--- src/rtl/sram_scan_pkg.sv ---
// -----------------------------------------------------------------------------
// sram_scan_pkg
// Shared types and constants for the serial-command SRAM test controller.
//   op_t       : frame opcode (NOP, WRITE, READ, WRITE-then-READ)
//   state_t    : controller FSM state, also exported on the debug port
//   MISR_POLY  : feedback taps for the optional read-signature register
//                (used only when SRAM_SCAN_CTRL_SIG_EN is defined)
//   frame_w()  : total width of the serial command/result frame
// -----------------------------------------------------------------------------
package sram_scan_pkg;

    typedef enum logic [1:0] {
        OP_NOP  = 2'b00,
        OP_WR   = 2'b01,
        OP_RD   = 2'b10,
        OP_WRRD = 2'b11
    } op_t;

    typedef enum logic [2:0] {
        IDLE    = 3'd0,
        ISSUE   = 3'd1,
        WAIT    = 3'd2,
        CAPTURE = 3'd3,
        NEXT    = 3'd4,
        FIN     = 3'd5
    } state_t;

    // x^32 + x^22 + x^2 + x + 1; the low DATA_W bits are used as taps.
    localparam logic [63:0] MISR_POLY = 64'h0000_0000_8020_0003;

    // Frame layout, MSB to LSB: op[1:0], cnt, addr, wmask, data.
    function automatic int frame_w(input int cnt_w, input int addr_w,
                                   input int wmask_w, input int data_w);
        return 2 + cnt_w + addr_w + wmask_w + data_w;
    endfunction

endpackage

--- src/rtl/sram_scan_frame.sv ---
// -----------------------------------------------------------------------------
// sram_scan_frame
// Serial frame register. Shifts right one bit per enabled cycle (new bit enters
// at the MSB, bit 0 is the serial output) and can overwrite its data field
// [DATA_W-1:0] in parallel with a captured word.
// Ports:
//   clk, rst   : clock, synchronous active-high reset (clears the frame)
//   shift_en   : shift one bit this cycle
//   serial_in  : bit entering at the MSB
//   load_en    : overwrite the data field with load_data (wins over shift)
//   load_data  : word to load into [DATA_W-1:0]
//   frame      : full frame contents
// -----------------------------------------------------------------------------
module sram_scan_frame #(
    parameter int FRAME_W = 54,
    parameter int DATA_W  = 32
) (
    input  logic               clk,
    input  logic               rst,
    input  logic               shift_en,
    input  logic               serial_in,
    input  logic               load_en,
    input  logic [DATA_W-1:0]  load_data,
    output logic [FRAME_W-1:0] frame
);

    always_ff @(posedge clk) begin
        if (rst) begin
            frame <= '0;
        end else if (load_en) begin
            frame[DATA_W-1:0] <= load_data;
        end else if (shift_en) begin
            frame <= {serial_in, frame[FRAME_W-1:1]};
        end
    end

endmodule

--- src/rtl/sram_scan_ctrl.sv ---
// -----------------------------------------------------------------------------
// sram_scan_ctrl
// Serial-command SRAM test controller. A frame shifted in on scan_in holds
// {op, cnt, addr, wmask, data}. On start the controller runs cnt+1 accesses
// with address auto-increment against one OpenRAM macro, captures read data
// into the frame data field, and the result is shifted back out on scan_out.
//
// Optional build macro: SRAM_SCAN_CTRL_SIG_EN -- when defined, read words are
// folded into a DATA_W-bit MISR (cleared at start) and the MISR value replaces
// the frame data field when the burst finishes.
//
// Ports:
//   clk, rst        : clock, synchronous active-high reset
//   scan_en/scan_in : shift the frame one bit per cycle (IDLE only)
//   scan_out        : frame bit 0
//   start           : execute request, sampled in IDLE
//   busy, done      : burst in progress / one-cycle completion pulse
//   sram_*          : registered macro controls, sram_dout is macro read data
//   sram_spare_wen  : spare-column write enable (top mask bit of a write)
//   fsm_state       : current FSM state (state_t encoding) for observation
//
// Handshake: start is accepted on a clock edge where the FSM is IDLE, start=1
// and scan_en=0; busy is high from the next cycle until the burst's last
// access is retired, then done pulses high for exactly one cycle (busy low)
// and the FSM is back in IDLE the cycle after. A NOP frame produces the done
// pulse directly with no busy cycles. start and scan_en are ignored outside
// IDLE.
// -----------------------------------------------------------------------------
module sram_scan_ctrl
    import sram_scan_pkg::*;
#(
    parameter int ADDR_W   = 8,
    parameter int DATA_W   = 32,
    parameter int WMASK_W  = 4,   // DATA_W must be a multiple of WMASK_W
    parameter int CNT_W    = 8,
    parameter int READ_LAT = 1    // 1..4
) (
    input  logic               clk,
    input  logic               rst,
    input  logic               scan_en,
    input  logic               scan_in,
    output logic               scan_out,
    input  logic               start,
    output logic               busy,
    output logic               done,
    output logic               sram_csb,
    output logic               sram_web,
    output logic [WMASK_W-1:0] sram_wmask,
    output logic [ADDR_W-1:0]  sram_addr,
    output logic [DATA_W-1:0]  sram_din,
    output logic               sram_spare_wen,
    input  logic [DATA_W-1:0]  sram_dout,
    output logic [2:0]         fsm_state
);

    localparam int FRAME_W  = frame_w(CNT_W, ADDR_W, WMASK_W, DATA_W);
    localparam int WMASK_LO = DATA_W;
    localparam int ADDR_LO  = WMASK_LO + WMASK_W;
    localparam int CNT_LO   = ADDR_LO + ADDR_W;
    localparam int OP_LO    = CNT_LO + CNT_W;
    // WAIT lasts READ_LAT-1 cycles: load the counter with READ_LAT-2 and leave
    // when it reaches zero. READ_LAT=1 skips WAIT entirely.
    localparam logic [1:0] WAIT_INIT = (READ_LAT > 1) ? 2'(READ_LAT - 2) : 2'd0;

    state_t               state, state_nx;
    op_t                  op_r, op_nx;
    logic [CNT_W-1:0]     cnt_r, cnt_nx;
    logic [ADDR_W-1:0]    addr_r, addr_nx;
    logic [WMASK_W-1:0]   wmask_r, wmask_nx;
    logic [DATA_W-1:0]    data_r, data_nx;
    logic                 phase_r, phase_nx;  // 1 = current access is a read
    logic [1:0]           wait_cnt, wait_nx;

    logic [FRAME_W-1:0]   frame;
    logic                 shift_en;
    logic                 cap_en;
    logic                 load_en;
    logic [DATA_W-1:0]    load_data;
    op_t                  f_op;

    assign f_op = op_t'(frame[OP_LO +: 2]);

    // ---------------------------------------------------------------- FSM ---
    always_comb begin
        state_nx = state;
        op_nx    = op_r;
        cnt_nx   = cnt_r;
        addr_nx  = addr_r;
        wmask_nx = wmask_r;
        data_nx  = data_r;
        phase_nx = phase_r;
        wait_nx  = wait_cnt;
        case (state)
            IDLE: begin
                if (start && !scan_en) begin
                    // Fields are frozen here; later shifts or captures into
                    // the frame do not affect the running burst.
                    op_nx    = f_op;
                    cnt_nx   = frame[CNT_LO +: CNT_W];
                    addr_nx  = frame[ADDR_LO +: ADDR_W];
                    wmask_nx = frame[WMASK_LO +: WMASK_W];
                    data_nx  = frame[DATA_W-1:0];
                    phase_nx = (f_op == OP_RD);
                    state_nx = (f_op == OP_NOP) ? FIN : ISSUE;
                end
            end
            ISSUE: begin
                if (phase_r) begin
                    wait_nx  = WAIT_INIT;
                    state_nx = (READ_LAT == 1) ? CAPTURE : WAIT;
                end else begin
                    state_nx = NEXT;
                end
            end
            WAIT: begin
                if (wait_cnt == 2'd0) state_nx = CAPTURE;
                else                  wait_nx  = wait_cnt - 2'd1;
            end
            CAPTURE: state_nx = NEXT;
            NEXT: begin
                if (op_r == OP_WRRD && !phase_r) begin
                    // Same address: follow the write with its read.
                    phase_nx = 1'b1;
                    state_nx = ISSUE;
                end else if (cnt_r == '0) begin
                    state_nx = FIN;
                end else begin
                    cnt_nx   = cnt_r - CNT_W'(1);
                    addr_nx  = addr_r + ADDR_W'(1);
                    phase_nx = (op_r == OP_RD);
                    state_nx = ISSUE;
                end
            end
            FIN:     state_nx = IDLE;
            default: state_nx = IDLE;
        endcase
    end

    // Macro controls are registered from the next-state decode so that they
    // change exactly on entry to / exit from ISSUE.
    always_ff @(posedge clk) begin
        if (rst) begin
            state      <= IDLE;
            op_r       <= OP_NOP;
            cnt_r      <= '0;
            addr_r     <= '0;
            wmask_r    <= '0;
            data_r     <= '0;
            phase_r    <= 1'b0;
            wait_cnt   <= 2'd0;
            sram_csb   <= 1'b1;
            sram_web   <= 1'b1;
            sram_wmask <= '0;
            sram_addr  <= '0;
            sram_din   <= '0;
        end else begin
            state    <= state_nx;
            op_r     <= op_nx;
            cnt_r    <= cnt_nx;
            addr_r   <= addr_nx;
            wmask_r  <= wmask_nx;
            data_r   <= data_nx;
            phase_r  <= phase_nx;
            wait_cnt <= wait_nx;
            sram_csb <= (state_nx != ISSUE);
            sram_web <= !((state_nx == ISSUE) && !phase_nx);
            if (state_nx == ISSUE) begin
                sram_wmask <= wmask_nx;
                sram_addr  <= addr_nx;
                sram_din   <= data_nx;
            end
        end
    end

    assign busy           = (state == ISSUE) || (state == WAIT) ||
                            (state == CAPTURE) || (state == NEXT);
    assign done           = (state == FIN);
    assign fsm_state      = state;
    assign sram_spare_wen = !sram_csb && !sram_web && sram_wmask[WMASK_W-1];

    // ------------------------------------------------------- frame / MISR ---
    assign shift_en = scan_en && (state == IDLE);
    assign cap_en   = (state == CAPTURE);

`ifdef SRAM_SCAN_CTRL_SIG_EN
    localparam logic [DATA_W-1:0] POLY = MISR_POLY[DATA_W-1:0];
    logic [DATA_W-1:0] misr;
    logic              misr_fb;
    logic              misr_clr;

    assign misr_fb  = ^(misr & POLY);
    assign misr_clr = (state == IDLE) && start && !scan_en;

    always_ff @(posedge clk) begin
        if (rst || misr_clr) begin
            misr <= '0;
        end else if (cap_en) begin
            misr <= {misr[DATA_W-2:0], misr_fb} ^ sram_dout;
        end
    end

    assign load_en   = (state == FIN);
    assign load_data = misr;
`else
    assign load_en   = cap_en;
    assign load_data = sram_dout;
`endif

    sram_scan_frame #(
        .FRAME_W (FRAME_W),
        .DATA_W  (DATA_W)
    ) u_frame (
        .clk       (clk),
        .rst       (rst),
        .shift_en  (shift_en),
        .serial_in (scan_in),
        .load_en   (load_en),
        .load_data (load_data),
        .frame     (frame)
    );

    assign scan_out = frame[0];

endmodule

--- config.mk ---
export PLATFORM = sky130hd
export DESIGN_NAME = sram_scan_ctrl
export DESIGN_NICKNAME = d
export VERILOG_FILES = /design/src/rtl/sram_scan_pkg.sv /design/src/rtl/sram_scan_frame.sv /design/src/rtl/sram_scan_ctrl.sv
export SDC_FILE = /design/constraint.sdc
export NUM_CORES = 1
export LEC_CHECK = 0
export CELL_PAD_IN_SITES_DETAIL_PLACEMENT = 1
export CELL_PAD_IN_SITES_GLOBAL_PLACEMENT = 1
export CORE_ASPECT_RATIO = 0.9
export CORE_MARGIN = 2
export CORE_UTILIZATION = 41
export DETAILED_ROUTE_END_ITERATION = 10
export PLACE_DENSITY = 0.84
export SYNTH_ARGS = -nofsm -noshare
export SYNTH_HDL_FRONTEND = slang
export SYNTH_SLANG_ARGS = --single-unit
--- constraint.sdc ---
create_clock -name clk -period 2.7 [get_ports clk]
set_input_delay 0.405 -clock clk [delete_from_list [all_inputs] [get_ports clk]]
set_output_delay 0.405 -clock clk [all_outputs]
set_load 0.1 [all_outputs]
# == After elaboration in Yosys (flattened, before gate mapping) ==
# Index checks and enable logic that the tools add are counted.
# word_totals
elab_cells,88
output_inout_bits,53
register_bits,160
inputBits,37
# op_classes
bitwise,1
n_reduce_logical,26
add_sub_neg,3
mux,28
n_eq_ne,15
# ops
op,count
32-bit two-way mux,4
8-bit two-way mux,6
8-bit case mux with 2 select lines,2
3-bit two-way mux,6
3-bit case mux with 5 select lines,1
2-bit inequality test (second input constant),5
8-bit by 1-bit adder with 8-bit output (second input constant),1
8-bit logical NOT,1
4-bit two-way mux,2
8-bit by 1-bit subtractor with 8-bit output (second input constant),1
2-bit == test (second input constant),3
3-bit by 1-bit == test with 1-bit output (second input constant),2
3-bit by 2-bit == test with 1-bit output (second input constant),2
3-bit == test (second input constant),2
1-bit logical AND,6
1-bit logical NOT,6
2-bit nonzero test,3
2-bit logical NOT,2
2-bit two-way mux,2
2-bit case mux with 2 select lines,1
2-bit AND reduction,2
4-bit AND reduction,1
3-bit logical NOT,1
1-bit logical OR,3
other kinds (6),8

# == Logic depth before layout (Yosys ltp) ==
# logic_depth
word_depth,7
ltp_mapped,9
ltp_nobuf,7

# == Cells and area by module ==
# Synthesis repeated with hierarchy kept, for this count alone.
# hier_totals
hier_cells,700
area_unflattened_um2,6844.1
# by_module_without_submodules
mod,n_inst,seq_area_each_um2,cells_per_inst,area_each_um2
sram_scan_ctrl,1,2122.0,464,4421.7
sram_scan_frame,1,1081.0,236,2422.3

# == Least setup slack after synthesis ==
# No wires, ideal clock.
# synth_path
path_kind,flip-flop to output port
start,reg state[0] (netlist: fsm_state[0])
end,out done
required_time_ps,2295
arrival_time_ps,3462
path_buffers,1
slack_ps,-1167
path_stages_with_launch,4
cell_sequence,dfxtp_1 > buf_2 > inv_1 > nor3_1
# synth_via
elab_chain_len,1
# synth_lines
item,line,source
"start, declared",sram_scan_ctrl.sv:65,"state_t state, state_nx;"
"start signal, assigned",sram_scan_ctrl.sv:157,state <= state_nx;
3-bit == test,sram_scan_ctrl.sv:177,assign done = (state == FIN);
"end, declared",sram_scan_ctrl.sv:45,"output logic done,"
# Every way passes these cells.

# == Worst setup path after layout ==
# layout_path
start,reg state[1] (netlist: fsm_state[1])
end,reg sram_din[2]
# layout_via
elab_chain_len,3
elab_cells_between_ends,10
classes_between,eq/ne: 5; mux: 4; reduce/logical: 1
# layout_lines
item,line,source
3-bit == test (tied with other cells),sram_scan_ctrl.sv:93,case (state)
3-bit case mux with 5 select lines,sram_scan_ctrl.sv:93,
3-bit by 1-bit == test with 1-bit output,sram_scan_ctrl.sv:167,if (state_nx == ISSUE) begin
"end signal, assigned",sram_scan_ctrl.sv:170,sram_din <= data_nx;
"end, declared",sram_scan_ctrl.sv:50,"output logic [DATA_W-1:0] sram_din,"
# Parallel ways exist; a longest one is shown, timed or not.
# A chain may end at the register's enable or synchronous reset.

==> impl_metrics.toml <==
[power_and_ir_drop]
power_density_nw_per_um2 = 881
power.total_mw = 7.18
leakagePower_nw = 3.14
ir_worst_vdd_mv = 0.547

[setup_path]
critical_path.startpoint = "fsm_state[1]"
worstSetupPathType = "reg -> reg"
worst_ep_required_time_ns = 3.02
cp-end-kind = "register"
cp-start-kind = "register"
crit_arrival_ns = 2.89
crit_chain = "or4b_1, o32ai_4, a311oi_4, buf_12, nor2_1, a211oi_1"
cp_slowest_stage_delay_ns = 0.65
cp_slowest_cell = "dfxtp_1"
r2r_start = "fsm_state[1]"
path_max_fanout = 57

[floorplanning]
die_width_um = 137
floorplan.initialDensity_pct = 42.1
io_pins = 90
die_y_um = 124
core_area_um2 = 15500
core.rowCount = 43
die_area_um2 = 16900

[sta]
slew_headroom_pct = 54.8
fin_crit_sh_pct = 95.4
max_freq_mhz = 388
maxSlewViolCount = 0
finalHoldViolations = 0
fin_ws_ns = 0.125
post-route-min-period_ns = 2.58
rsz0062_at_grt = "false"
tns_ns = 0
setup_viol = 0
max_slew.worst_pin.slew_ns = 0.671
skew_ns = 0.00872

[synth]
synth_top_area_cell = "dfxtp_1"
netlist_area_um2 = 6520
synth_seq_area_share_pct = 49.1
avgSynthCellArea_um2 = 8.90
synth_cells = 733
ys_types = 54
synth_warnings = 0
synthTopCellsByArea = "dfxtp_1 (49%), nand2_1 (7.7%), nor2_1 (7.6%)"
ys_ff_latch = 160
syn_nets = 773
synthDominantCellAreaShare_pct = 49.1

[global_route]
grt_pass1_vias = 6106
grt.total_usage_pct = 23.7
antenna_found_initial = 0
globalRouteOverflowTotal = 0
grt_max_degree = 65
grt_pass1_wl_um = 31300

[cts]
cts_tree = "built"
htreeDepth = 4
ctsLongestPathBuffers = 2
post_cts_resized = 0
cts_root_buffer = "clkbuf_16"
hold_buffers = 0
cts_buffers = 17
cts_setup_buffers = 0
insertion_delay_ns = 0.43
cts.sinks = 160
clk_pin_slew_worst_paths_ns = 0.07

[placement]
place_hpwl_um = 12300
dpl.cell_count = 993
portBuffers = 89
dp_slack_ns = 0.0530
place_congestion = 0.831
placed_cell_area_um2 = 7580

[run]
drv_cap = 0

[finish]
final_area_um2 = 8150
fillCellCount = 1785
layout_common_cells = "dfxtp_1 (160), nor2_1 (132), nand2_1 (132)"
nets = 850
final_cells = 1025
final_layout_size_suffix_gt1_share_pct = 19.2
n_antenna_cell = 0
final_common_cell = "dfxtp_1"
syn_to_final_growth_pct = 25.0

[detailed_routing]
ant_nets = 0
post_drt_wl_per_cell_um = 18.9
first_iter_violations = 376
wirelength_um = 19400
dr.pass1.iters = 5
drt-vias-per-instance = 5.63
via_count = 5773
drc = 0

[worst_hold_path]
hp-class = "reg -> reg"
hold_start = "u_frame.frame[47]"

[outcome]
status = "finished, final reports clean"
[critical path: cells and delay by family, from the launching register on]
| family | cells | cell delay, ns |
|---|---|---|
| AO/OA/AOI/OAI | 3 | 0.90 |
| flip-flops | 1 | 0.65 |
| buffers and inverters | 1 | 0.34 |
| AND/OR/NAND/NOR | 2 | 0.56 |
[area by class of cell]
type	instances	area, um^2	area share [%]
clock inverter	12	106	1.30
clock buffer	20	467	5.73
inverter	11	41.3	0.507
tap	202	253	3.10
sequential	160	3200	39.3
timing repair buffer	114	1020	12.5
multi-input combinational	506	3060	37.6
[where the power goes]
part	leakage, nW	total, mW	internal [mW]	switching [mW]
Sequential	1.30	2.63	2.51	0.126
Clock	0.287	2.36	1.35	1.02
Combinational	1.56	2.18	0.537	1.64
Total	3.14	7.18	4.39	2.79
[final timing paths]
kind                  endpoint  slack, ns  cells past startpoint
min reg2reg  u_frame.frame[46]       0.48                      2
max reg2reg        sram_din[2]       0.12                      6
max                sram_din[2]       0.12                      6
min          u_frame.frame[46]       0.48                      2
[layer usage]
| metal | global-route usage (%) | share of wire, % | vias up |
|---|---|---|---|
| met3 | 5.33 | 3.8 | 35 |
| met4 | 8.18 | 2.1 | 0 |
| met1 | 28.6 | 43 | 2899 |
| li1 | - | - | 2714 |
| met2 | 41.5 | 51 | 125 |
| met5 | 0 | 0 | - |
[flip-flops by register name (all words and copies together) (netlist names)]
register,flops
u_frame.frame,54
data_r,32
sram_din,32
addr_r,8
cnt_r,8
sram_addr,8
sram_wmask,4
wmask_r,4
fsm_state,3
op_r,2
wait_cnt,2
phase_r,1
sram_csb,1
sram_web,1
[cells in the mapped netlist (all sizes together)]
master  instances
a311oi         33
a41oi           1
or2             1
and2            2
o211ai          3
nor3            5
o21ai          10
buf            18
nor2          134
o22ai           4
or4b            1
nand3b          1
nand4           1
nor3b           2
o41ai           1
ha              3
dfxtp         160
a22o            2
nor4            5
o22a            1
xnor2           1
nand2b          3
nand3           6
inv            11
o32ai           1
or3b            2
nand2         134
a221oi          2
o311a           4
a21oi          37
and3            3
mux2i          38
or4             1
a31oi           2
a211oi         50
a32o            3
clkbuf         38
o311ai          1
or3             4
nor2b           2
o21a            2
[through the flow]
stage                     hold WS (ns)  utilization (%)
after floorplan                  0.440                -
after global placement           0.450             48.9
after detailed placement         0.463             48.9
after CTS                        0.476             52.6
after global routing             0.493             52.6
final                            0.476             52.6
[kinds of logic (layout without fill, tap and decap cells)]
logic type | after synthesis | in the layout | synth area share [%]
AO/OA/AOI/OAI | 157 | 157 | 20.0
XOR/XNOR | 1 | 1 | 0.134
adder cells (fa/ha/maj) | 3 | 3 | 0.575
buffers and inverters | 67 | 157 | 4.66
flip-flops | 160 | 160 | 49.1
multiplexers | 38 | 38 | 5.83
AND/OR/NAND/NOR | 307 | 307 | 19.7
No activity file was read; power rests on OpenSTA's default activity.
